## src/rtl/button_debounce_scheduler.sv

```systemverilog
// button_debounce_scheduler
//
// Debounces NBTN push-buttons using one shared hold timer. Raw levels are
// synchronised, and the timer is granted round-robin to one button whose
// synchronised level differs from its debounced level. The new level is
// committed only if it holds for DELAY cycles, and a one-cycle press or
// release strobe is raised on commit.
//
// Ports:
//   clk5       system clock, rising edge
//   reset      asynchronous, active-high reset
//   raw_i      bouncy button levels, asynchronous to clk5 (1 = pressed)
//   stable_o   debounced button levels (registered)
//   press_o    one-cycle strobe when stable_o[i] rises
//   release_o  one-cycle strobe when stable_o[i] falls
//   busy_o     shared timer granted (WAIT or COMMIT)
//   owner_o    index of the button holding the timer; holds its value when idle

module button_debounce_scheduler #(
    parameter int unsigned NBTN  = 4,
    parameter int unsigned DELAY = 50000
) (
    input  logic                    clk5,
    input  logic                    reset,
    input  logic [NBTN-1:0]         raw_i,
    output logic [NBTN-1:0]         stable_o,
    output logic [NBTN-1:0]         press_o,
    output logic [NBTN-1:0]         release_o,
    output logic                    busy_o,
    output logic [$clog2(NBTN)-1:0] owner_o
);

    localparam int unsigned IdxW  = $clog2(NBTN);
    localparam int unsigned CandW = IdxW + 1;
    localparam int unsigned TmrW  = $clog2(DELAY);
    localparam logic [TmrW-1:0] TmrMax = TmrW'(DELAY - 1);
    localparam logic [IdxW-1:0] IdxMax = IdxW'(NBTN - 1);

    typedef enum logic [1:0] {StIdle, StWait, StCommit} state_e;

    state_e            state_q, state_d;
    logic [NBTN-1:0]   sync1_q, sync2_q;
    logic [NBTN-1:0]   stable_q, stable_d;
    logic [NBTN-1:0]   press_q, press_d;
    logic [NBTN-1:0]   release_q, release_d;
    logic [IdxW-1:0]   ptr_q, ptr_d;
    logic [IdxW-1:0]   owner_q, owner_d;
    logic [TmrW-1:0]   timer_q, timer_d;

    logic [NBTN-1:0]   mism;
    logic [CandW-1:0]  cand;
    logic              grant_found;
    logic [IdxW-1:0]   grant_idx;
    logic [IdxW-1:0]   owner_inc;

    // Two-flop synchroniser; sync2_q is the synchronised raw level.
    always_ff @(posedge clk5 or posedge reset) begin
        if (reset) begin
            sync1_q <= '0;
            sync2_q <= '0;
        end else begin
            sync1_q <= raw_i;
            sync2_q <= sync1_q;
        end
    end

    assign mism = sync2_q ^ stable_q;

    // Explicit wrap so non-power-of-two NBTN never reaches an unused index.
    assign owner_inc = (owner_q == IdxMax) ? '0 : owner_q + 1'b1;

    // First mismatching button searching ptr, ptr+1, ... modulo NBTN.
    always_comb begin
        grant_found = 1'b0;
        grant_idx   = '0;
        cand        = '0;
        for (int unsigned k = 0; k < NBTN; k++) begin
            cand = {1'b0, ptr_q} + CandW'(k);
            if (cand >= CandW'(NBTN)) begin
                cand = cand - CandW'(NBTN);
            end
            if (!grant_found && mism[cand[IdxW-1:0]]) begin
                grant_found = 1'b1;
                grant_idx   = cand[IdxW-1:0];
            end
        end
    end

    always_comb begin
        state_d   = state_q;
        ptr_d     = ptr_q;
        owner_d   = owner_q;
        timer_d   = timer_q;
        stable_d  = stable_q;
        press_d   = '0;
        release_d = '0;
        unique case (state_q)
            StIdle: begin
                if (grant_found) begin
                    owner_d = grant_idx;
                    timer_d = '0;
                    state_d = StWait;
                end
            end
            StWait: begin
                if (sync2_q[owner_q] == stable_q[owner_q]) begin
                    // Level bounced back: give up the timer without a strobe.
                    ptr_d   = owner_inc;
                    state_d = StIdle;
                end else if (timer_q == TmrMax) begin
                    state_d = StCommit;
                end else begin
                    timer_d = timer_q + 1'b1;
                end
            end
            StCommit: begin
                stable_d[owner_q] = ~stable_q[owner_q];
                if (!stable_q[owner_q]) begin
                    press_d[owner_q] = 1'b1;
                end else begin
                    release_d[owner_q] = 1'b1;
                end
                ptr_d   = owner_inc;
                state_d = StIdle;
            end
            default: state_d = StIdle;
        endcase
    end

    always_ff @(posedge clk5 or posedge reset) begin
        if (reset) begin
            state_q   <= StIdle;
            ptr_q     <= '0;
            owner_q   <= '0;
            timer_q   <= '0;
            stable_q  <= '0;
            press_q   <= '0;
            release_q <= '0;
        end else begin
            state_q   <= state_d;
            ptr_q     <= ptr_d;
            owner_q   <= owner_d;
            timer_q   <= timer_d;
            stable_q  <= stable_d;
            press_q   <= press_d;
            release_q <= release_d;
        end
    end

    assign stable_o  = stable_q;
    assign press_o   = press_q;
    assign release_o = release_q;
    assign busy_o    = (state_q != StIdle);
    assign owner_o   = owner_q;

endmodule

```

## config.mk

```make
export PLATFORM = sky130hd
export DESIGN_NAME = button_debounce_scheduler
export DESIGN_NICKNAME = d
export VERILOG_FILES = /design/src/rtl/button_debounce_scheduler.sv
export SDC_FILE = /design/constraint.sdc
export NUM_CORES = 1
export LEC_CHECK = 0
export BUFFER_PORTS_ARGS = -buffer_cell sky130_fd_sc_hd__clkbuf_2
export CAP_MARGIN = 20
export CORE_UTILIZATION = 42
export DETAILED_ROUTE_END_ITERATION = 12
export GPL_TIMING_DRIVEN = 0
export SETUP_SLACK_MARGIN = 0.3
export SLEW_MARGIN = 25
export SYNTH_ARGS = -nofsm -noshare
export SYNTH_HDL_FRONTEND = slang
export SYNTH_SLANG_ARGS = --single-unit
```

## constraint.sdc

```tcl
create_clock -name clk5 -period 3.61 [get_ports clk5]
set_clock_uncertainty 0.05 [all_clocks]
set_input_delay 0.722 -clock clk5 [delete_from_list [all_inputs] [get_ports clk5]]
set_output_delay 0.722 -clock clk5 [all_outputs]
set_load 0.01 [all_outputs]
```

==> run_results.csv, run 1 <==
group,metric,value,unit
clock_tree,ctsHoldBuffers,0,
drt,wire_per_inst,15.0,µm
min_path,hp-class,"register to register",
global_routing,grt_max_degree,26,
clock_tree,cts_buffer_depth,2,
clock_tree,cts_tree,"yes",
clock_tree,post_cts_buffers,0,
final_layout,nets,231,
power_and_ir_drop,p_leak,1.08,nW
run_status,status,"finished with violations",
yosys,syn_area,1990,µm²
min_path,min_path_cells,0,
worst_setup_path,critPathMaxStageDelay,0.65,ns
yosys,ys_types,35,
worst_setup_path,r2r_slack,1.47,ns
placed_design,pre_cts_ws,1.47,ns
worst_setup_path,path_max_fanout,8,
power_and_ir_drop,irDropWorstVdd,306,µV
timing,timing.final.crit_share,59.4,%
yosys,synthCells,192,
clock_tree,numCtsBuffers,5,
timing,holdWs,0.300,ns
yosys,synth_fp_nets,203,
run_status,failed_checks,"design-rule violations",
global_routing,antenna_found_initial,0,
yosys,ys_seq_area_share,52.7,%
yosys,synth.avg_cell_area,10.4,µm²
yosys,synth_compound_area_share,7.90,%
clock_tree,cts.sinks,42,
final_layout,num-fill-cells,426,
min_path,worst_hold_startpoint,"sync1_q[1]$_DFF_PP0_",
timing,max-slew-margin-rel,55.8,%
timing,worst_slack,1.47,ns
timing,finalSetupViolCount,0,
drt,wl,4100,µm
die,fp.coreArea,4440,µm²
drt,dr.pass1.iters,8,
timing,worst_pin_slew,0.659,ns
placed_design,port_buffers,20,
die,dieArea,5030,µm²
yosys,ys_async_sr_fraction,100,%
min_path,hold_end,"sync2_q[1]$_DFF_PP0_",
die,io_pins,21,
timing,fmax,467,MHz
final_layout,layoutNonFillerInstCount,273,
drt,drt_iter0_markers,73,
run,drv_cap,0,
final_layout,area_delta_synth_final,14.2,%
timing,drv_slew,0,
clock_tree,clkSlewWorstSetupHoldPaths,0.07,ns
timing,fin_crit,2.14,ns
placed_design,dp_hpwl,3070,µm
clock_tree,ctsResizeCount,0,
die,fp.dieW,70.9,µm
die,fp-row-count,24,
drt,ant_nets,0,
clock_tree,clock_latency,0.29,ns
drt,vias,1547,
timing,grt_setup_unrepaired,"no",
die,initial_utilization,44.9,%
power_and_ir_drop,p_per_area,562,nW/µm²
worst_setup_path,reg2reg_depth,5,
yosys,yosys_register_bits,42,
worst_setup_path,cp.arrival,2.26,ns
yosys,synth_adder_area_share,3.14,%
global_routing,overflow,0,
yosys,ys_warn_count,0,
worst_setup_path,endpoint_kind,"register",
yosys,synth-simple-area-share,21.5,%
clock_tree,htreeDepth,2,
drt,drc,4,
placed_design,dp_cells,265,
timing,hold_viol,0,
worst_setup_path,crit_path_start_kind,"register",
final_layout,num_antenna_cells,0,
yosys,yosys.area_share.xor_xnor,8.34,%
global_routing,grt_pass1_vias,1525,
worst_setup_path,path_class,"register to register",
worst_setup_path,worstPathRequired,3.73,ns
yosys,synth-edff-count,0,
clock_tree,clk_root_buffer_cell,"clkbuf_8",
worst_setup_path,reg2reg_to,"timer_q[15]$_DFFE_PP0P_",
final_layout,utilization,51.3,%
worst_setup_path,critical_path.cell_chain,"clkbuf_1, mux4_2, nor4_1, xnor2_1, nor2_1",
yosys,synth_top_family_by_area,"simple AND/OR/NAND/NOR gates",
placed_design,place_congestion,0.881,
yosys,synthMuxAreaShare,4.58,%
global_routing,grt_pass1_wl,7160,µm
worst_setup_path,critical-path-slowest-cell,"mux4_2",
worst_setup_path,worstReg2RegStart,"owner_o[0]$_DFFE_PP0P_",
global_routing,grt.total_usage,18.5,%
final_layout,layout-drive-gt1-share,14.5,%
timing,setup_tns,0,ns
yosys,yosys_most_used_dff,"dfrtp_1",
drt,drt-vias-per-instance,5.67,
die,die_h,70.9,µm
-- Yosys cell counts (4+ instances only) --
cell / count / share of area (%)
inv_1: 5 / 0.94
nor4_1: 5 / 1.6
nand2_1: 15 / 2.8
ha_1: 5 / 3.1
clkbuf_1: 5 / 0.94
o21ai_0: 5 / 1.3
nor3_1: 4 / 1.0
nand4_1: 6 / 1.9
xnor2_1: 11 / 4.8
xor2_1: 8 / 3.5
and3_1: 9 / 2.8
nor2_1: 26 / 4.9
dfrtp_1: 42 / 53
nand3_1: 11 / 2.8
a21oi_1: 8 / 2.0
-- cell usage in the layout, fill, tap and decap left out, types with 8 or more instances in the layout --
cell | Yosys | final
nor2_1 | 26 | 26
nand2_1 | 15 | 15
dfrtp_1 | 42 | 42
nand3_1 | 11 | 11
xor2_1 | 8 | 8
xnor2_1 | 11 | 11
and3_1 | 9 | 9
a21oi_1 | 8 | 8
clkbuf_2 | 0 | 20
-- logic make-up after synthesis --
kind of cell / Yosys count
simple gates: 86
flops: 42
compound gates: 25
xor+xnor: 19
buf+inv: 10
mux: 5
fa+ha+maj: 5
-- worst max-delay path: cells and delay by family (launching register included) --
kind,cells,cell delay (ns)
XOR/XNOR,1,0.17
buffers and inverters,1,0.28
AND/OR/NAND/NOR,2,0.46
flip-flops,1,0.41
multiplexers,1,0.65
-- cell type report --
class	count	area (µm²)	share of cell area, %
clock inverters	1	5.00	0.220
flip-flops and latches	42	1050	46.1
clock buffers	7	86.3	3.79
multi-input cells	140	906	39.8
plain buffers	5	18.8	0.824
repair buffers	21	128	5.60
well taps	52	65.1	2.86
inverters	5	18.8	0.824
-- routing by layer --
layer	global-route usage (%)	part of all wire, %
met5	0	0
met3	4.42	4.8
met1	25.2	47
met2	28.8	47
met4	7.33	1.2
-- registers in the layout (all words and copies together), names as in the netlist --
name	count
timer_q	16
stable_o	4
state_q	2
ptr_q	2
owner_o	2
press_o	4
release_o	4
sync1_q	4
sync2_q	4
-- report_power, final --
group	internal [mW]	leakage, nW	total, mW	switching (mW)
sequential	0.517	0.557	0.584	0.0669
combinational	0.146	0.479	0.388	0.242
clock	0.154	0.0482	0.310	0.155
-- per-stage QoR --
step	total power, mW	instance area, µm²
2_1_floorplan	0.861	1990
3_3_place_gp	0.957	2160
3_5_place_dp	0.977	2190
4_1_cts	1.29	2280
5_1_grt	1.37	2280
6_report	1.28	2280
-- worst max path at each step --
stage / start / to / slack (ns) / depth (start not counted)
finish: owner_o[0]$_DFFE_PP0P_ / timer_q[15]$_DFFE_PP0P_ / 1.47 / 5
global route: owner_o[0]$_DFFE_PP0P_ / timer_q[15]$_DFFE_PP0P_ / 1.26 / 5
CTS: owner_o[0]$_DFFE_PP0P_ / timer_q[15]$_DFFE_PP0P_ / 1.45 / 5
detailed placement: owner_o[0]$_DFFE_PP0P_ / timer_q[15]$_DFFE_PP0P_ / 1.47 / 5
global placement: reset / timer_q[9]$_DFFE_PP0P_ / 1.42 / 2
floorplan: owner_o[0]$_DFFE_PP0P_ / timer_q[11]$_DFFE_PP0P_ / 1.65 / 5
Power figures use the tool's default switching activity.
==> inputs of run 2 (changes only) <==
clock period = 1.9 ns   (was 3.61 ns; I/O delays follow)
==> run 2 against run 1 <==
The run ends with design-rule violations, negative setup slack left. Clock-buffer cell count did not move. Sequential power grew 92%. Via count rose by 2.8%. First-iteration DRC count is 92% higher. Sequential share of layout area down 4.3 points. Maximum frequency up 11%. Largest power group unchanged. Highest routed layer unchanged.
==> run_results.csv, run 2 (synthesis gave the netlist of run 1 again) <==
group,metric,value,unit
run_status,status,"finished with violations",
run_status,failed_checks,"design-rule violations, negative setup slack",
die,fp.coreArea,4440,µm²
placed_design,dp_hpwl,3050,µm
power_and_ir_drop,irDropWorstVdd,458,µV
final_layout,regMostFlops,"timer_q",
placed_design,place_congestion,0.848,
drt,vias,1591,
worst_setup_path,critical-path-slowest-cell,"mux4_2",
worst_setup_path,critical_path.cell_chain,"xor2_2, mux4_2, nand2_4, a22o_1, a21o_1",
worst_setup_path,path_max_fanout,8,
timing,hold_viol,0,
timing,grt_setup_unrepaired,"yes",
global_routing,grt_pass1_vias,1562,
clock_tree,clock_latency,0.30,ns
clock_tree,clkSlewWorstSetupHoldPaths,0.09,ns
final_layout,largest_reg_flops,16,
drt,drc,2,
worst_setup_path,endpoint_kind,"register",
timing,finalSetupViolCount,7,
final_layout,stdcell_area,2520,µm²
drt,drt-vias-per-instance,5.66,
worst_setup_path,crit_path_start_kind,"register",
die,fp.dieW,70.9,µm
worst_setup_path,cp.arrival,2.07,ns
clock_tree,cts_tree,"yes",
global_routing,antenna_found_initial,0,
final_layout,num_antenna_cells,0,
power_and_ir_drop,p_per_area,1040,nW/µm²
drt,dr.pass1.iters,8,
timing,max-slew-margin-rel,70.8,%
clock_tree,cts.sinks,42,
final_layout,utilization,56.8,%
timing,drv_slew,0,
clock_tree,clk_root_buffer_cell,"clkbuf_8",
drt,wl,4410,µm
min_path,hp-class,"input port to register",
timing,worst_pin_slew,0.438,ns
global_routing,grt.total_usage,19.2,%
placed_design,pre_cts_ws,-0.141,ns
timing,worst_slack,-0.0284,ns
drt,ant_nets,0,
run,drv_cap,0,
die,dieArea,5030,µm²
final_layout,layout-drive-gt1-share,31.4,%
final_layout,num-fill-cells,395,
timing,timing.final.crit_share,101,%
drt,drt_iter0_markers,140,
global_routing,grt_max_degree,28,
final_layout,nets,239,
final_layout,multi_input_area,1080,µm²
worst_setup_path,path_class,"register to register",
power_and_ir_drop,p_total,2.64,mW
die,die_h,70.9,µm
timing,setup_tns,-0.124,ns
drt,wire_per_inst,15.7,µm
clock_tree,cts_buffer_depth,2,
timing,fin_crit,1.93,ns
power_and_ir_drop,p_leak,1.15,nW
final_layout,layout_commonest_cell,"dfrtp_1",
final_layout,area_delta_synth_final,26.6,%
placed_design,port_buffers,20,
clock_tree,htreeDepth,2,
die,fp-row-count,24,
clock_tree,numCtsBuffers,5,
worst_setup_path,worstPathRequired,2.04,ns
final_layout,mostFrequentLayoutCells,"dfrtp_1 (37), nor2_1 (24), clkbuf_2 (22), nand2_1 (13)",
die,io_pins,21,
die,initial_utilization,44.9,%
final_layout,layout.area.seq,1060,µm²
global_routing,grt_pass1_wl,7360,µm
timing,fmax,519,MHz
worst_setup_path,critPathMaxStageDelay,0.48,ns
global_routing,overflow,0,
placed_design,place_area,2290,µm²
## run 2: changes by cell type in the layout (fill, tap and decap cells not counted), moves of 3 or more
cell / delta
dfrtp_2: +5
dfrtp_1: -5
buf_4: +7
nand3_1: -3
nand3_2: +3
nor4_1: -5
nor4_2: +4
xnor2_1: -3
clkbuf_1: -4
## run 2: path summary, 6_finish.rpt
kind	start	end	slack, ns	cells past startpoint
max	stable_o[1]$_DFFE_PP0P_	timer_q[5]$_DFFE_PP0P_	-0.03	5
min reg2reg	sync1_q[0]$_DFF_PP0_	sync2_q[0]$_DFF_PP0_	0.30	0
min	raw_i[1]	sync1_q[1]$_DFF_PP0_	0.14	1
max in group asynchronous	reset	state_q[0]$_DFFE_PP0P_	0.80	4
min in group asynchronous	reset	owner_o[0]$_DFFE_PP0P_	0.52	3
max reg2reg	stable_o[1]$_DFFE_PP0P_	timer_q[5]$_DFFE_PP0P_	-0.03	5
## run 2: per-layer routing
metal	routed length (µm)	share of wire, %	vias to the layer above	global-route usage [%]
met1	2130	48	796	26.2
met2	2030	46	39	30.3
met4	70	1.6	0	6.00
li1	-	-	748	-
met5	0	0	-	0
met3	182	4.1	8	4.84
## run 2: what timing repair did
action                     CTS  global route
hold endpoints to repair    15             0
buffers inserted             6             1
setup endpoints to repair   27            35
pin swaps                    5             2
gates cloned                 0             0
resized for setup           12             7
hold buffers                 1             0
## run 2: power breakdown
group | switching (mW) | total [mW] | internal, mW
Clock | 0.305 | 0.598 | 0.293
Sequential | 0.135 | 1.12 | 0.984
Combinational | 0.548 | 0.921 | 0.373
## run 2: final cells by class
| class | instances | share of cell area [%] |
|---|---|---|
| inverters | 5 | 0.743 |
| flip-flops and latches | 42 | 41.9 |
| well taps | 52 | 2.58 |
| clock buffers | 7 | 3.42 |
| multi-input cells | 140 | 42.7 |
| plain buffers | 5 | 1.29 |
| repair buffers | 29 | 7.23 |
| clock inverters | 1 | 0.198 |
## run 2: worst max-delay path: cells and delay by family, from the launching register on
kind            cells  cell delay [ns]
flops               1             0.47
compound gates      2             0.42
simple gates        1             0.11
mux                 1             0.48
xor+xnor            1             0.28
## run 2: per-stage QoR
step           hold WS [ns]  std cells
4_1_cts               0.132        280
2_1_floorplan         0.281        192
3_3_place_gp          0.285        264
3_5_place_dp          0.289        265
6_report              0.140        281
5_1_grt               0.123        281
==> inputs of run 3 (changes only) <==
CORE_UTILIZATION = 52   (was 42)
PLACE_DENSITY = 0.75   (was unset)
==> run 3 against run 2 <==
The run ends with negative setup slack left. Non-clock buffer count increased by 1. Design area increased by 0.94%. Critical path depth unchanged. Wire length increased by 0.57%. Clock power decreased by 1%. Sequential share of layout area decreased by 0.34 points. First-iteration DRC count decreased by 51%. Combinational power increased by 2%.
==> run_results.csv, run 3 (synthesis gave the netlist of run 1 again) <==
group,metric,value,unit
timing,worst_pin_slew,0.449,ns
min_path,min_path_cells,1,
clock_tree,numCtsBuffers,5,
placed_design,dp_cells,261,
global_routing,grt_pass1_vias,1542,
clock_tree,cts.sinks,42,
final_layout,utilization,69.6,%
final_layout,layout-drive-gt1-share,36.1,%
worst_setup_path,endpoint_kind,"register",
worst_setup_path,reg2reg_depth,5,
worst_setup_path,reg2reg_to,"timer_q[13]$_DFFE_PP0P_",
timing,finalSetupViolCount,10,
global_routing,grt.total_usage,23.7,%
die,io_pins,21,
run_status,status,"finished with violations",
clock_tree,cts_tree,"yes",
drt,drc,0,
worst_setup_path,crit_path_start_kind,"register",
final_layout,num_antenna_cells,0,
min_path,hp-class,"input port to register",
die,initial_utilization,54.5,%
timing,timing.final.crit_share,103,%
drt,ant_nets,0,
final_layout,layout_commonest_cell,"dfrtp_1",
die,fp-row-count,22,
worst_setup_path,worstReg2RegStart,"stable_o[0]$_DFFE_PP0P_",
global_routing,grt_pass1_wl,7150,µm
global_routing,overflow,0,
timing,worst_slack,-0.0651,ns
drt,dr.pass1.iters,4,
final_layout,layoutNonFillerInstCount,278,
run_status,failed_checks,"negative setup slack",
worst_setup_path,path_max_fanout,8,
worst_setup_path,worstPathRequired,2.03,ns
worst_setup_path,path_class,"register to register",
power_and_ir_drop,p_total,2.65,mW
final_layout,largest_reg_flops,16,
timing,fin_crit,1.97,ns
drt,drt_iter0_markers,68,
placed_design,pre_cts_ws,-0.0681,ns
drt,drt-vias-per-instance,5.74,
timing,holdWs,0.139,ns
timing,hold_viol,0,
global_routing,grt_max_degree,31,
power_and_ir_drop,p_leak,1.14,nW
power_and_ir_drop,irDropWorstVdd,733,µV
placed_design,dp_hpwl,2960,µm
timing,fmax,509,MHz
clock_tree,clk_root_buffer_cell,"clkbuf_8",
worst_setup_path,r2r_slack,-0.07,ns
drt,vias,1595,
min_path,worst_hold_startpoint,"raw_i[0]",
clock_tree,clock_latency,0.30,ns
placed_design,port_buffers,20,
die,fp.coreArea,3660,µm²
placed_design,place_congestion,0.817,
min_path,hold_end,"sync1_q[0]$_DFF_PP0_",
global_routing,antenna_found_initial,0,
clock_tree,clkSlewWorstSetupHoldPaths,0.07,ns
worst_setup_path,cp.arrival,2.10,ns
run,drv_cap,0,
final_layout,area_delta_synth_final,27.8,%
timing,grt_setup_unrepaired,"yes",
drt,wire_per_inst,16.0,µm
die,dieArea,4090,µm²
clock_tree,htreeDepth,2,
timing,drv_slew,0,
timing,max-slew-margin-rel,70.0,%
final_layout,nets,240,
die,fp.dieW,63.9,µm
drt,wl,4440,µm
clock_tree,cts_buffer_depth,2,
final_layout,mostFrequentLayoutCells,"dfrtp_1 (36), clkbuf_2 (22), nor2_1 (21), nand2_1 (13)",
power_and_ir_drop,p_per_area,1040,nW/µm²
die,die_h,63.9,µm
final_layout,regMostFlops,"timer_q",
## run 3: cell count changes in the layout (fill, tap and decap cells not counted), moves of 2 or more
cell    before  now
nor2_1      24   21
and3_4       1    5
and3_1       8    4
nor2_2       1    3
## run 3: where the power goes
| group | leakage (nW) | internal (mW) | switching [mW] |
|---|---|---|---|
| combinational | 0.543 | 0.380 | 0.556 |
| clock | 0.0482 | 0.293 | 0.297 |
| sequential | 0.548 | 0.984 | 0.143 |
## run 3: worst max path at each step
stage | endpoint | slack (ns) | from | cells past startpoint
after global routing | timer_q[11]$_DFFE_PP0P_ | -0.12 | stable_o[0]$_DFFE_PP0P_ | 5
final | timer_q[13]$_DFFE_PP0P_ | -0.07 | stable_o[0]$_DFFE_PP0P_ | 5
after global placement | stable_o[1]$_DFFE_PP0P_ | -0.08 | reset | 2
after floorplan | timer_q[11]$_DFFE_PP0P_ | 0.09 | owner_o[0]$_DFFE_PP0P_ | 5
after CTS | timer_q[13]$_DFFE_PP0P_ | -0.02 | stable_o[1]$_DFFE_PP0P_ | 5
after detailed placement | owner_o[0]$_DFFE_PP0P_ | -0.07 | stable_o[3]$_DFFE_PP0P_ | 5
## run 3: routing by layer
metal / share of wire [%] / track usage, % / up-vias
met5: 0 / 0 / -
met4: 2.2 / 10.2 / 0
met3: 3.7 / 6.61 / 12
met2: 48 / 38.0 / 43
met1: 46 / 30.1 / 780
li1: - / - / 760
## run 3: cell type report
| class | count | area, µm² |
|---|---|---|
| inverters | 5 | 18.8 |
| repair buffers | 30 | 194 |
| plain buffers | 5 | 32.5 |
| clock buffers | 7 | 86.3 |
| clock inverters | 1 | 5.00 |
| flip-flops and latches | 42 | 1060 |
| fillers | 266 | 1110 |
| well taps | 48 | 60.1 |
| multi-input cells | 140 | 1090 |
## run 3: worst max-delay path: stages, from the launching register on
cell and delay (ns):
dfrtp_2 0.49, xnor2_2 0.18, mux4_2 0.62, nor4_2 0.29
xnor2_1 0.15, nor2_1 0.07
## run 3: stage by stage
step	TNS [ns]	cell area [µm²]
6_report	-0.320	2550
4_1_cts	-0.0428	2440
3_3_place_gp	-0.247	2260
2_1_floorplan	0	2100
3_5_place_dp	-0.291	2280
5_1_grt	-1.01	2550
## run 3: repair_timing
item	in CTS	in global routing
endpoints found under the setup margin	27	32
hold buffers	1	0
pin swaps	0	10
gates resized for setup	7	25
setup buffers	4	4
hold endpoints to repair	12	0
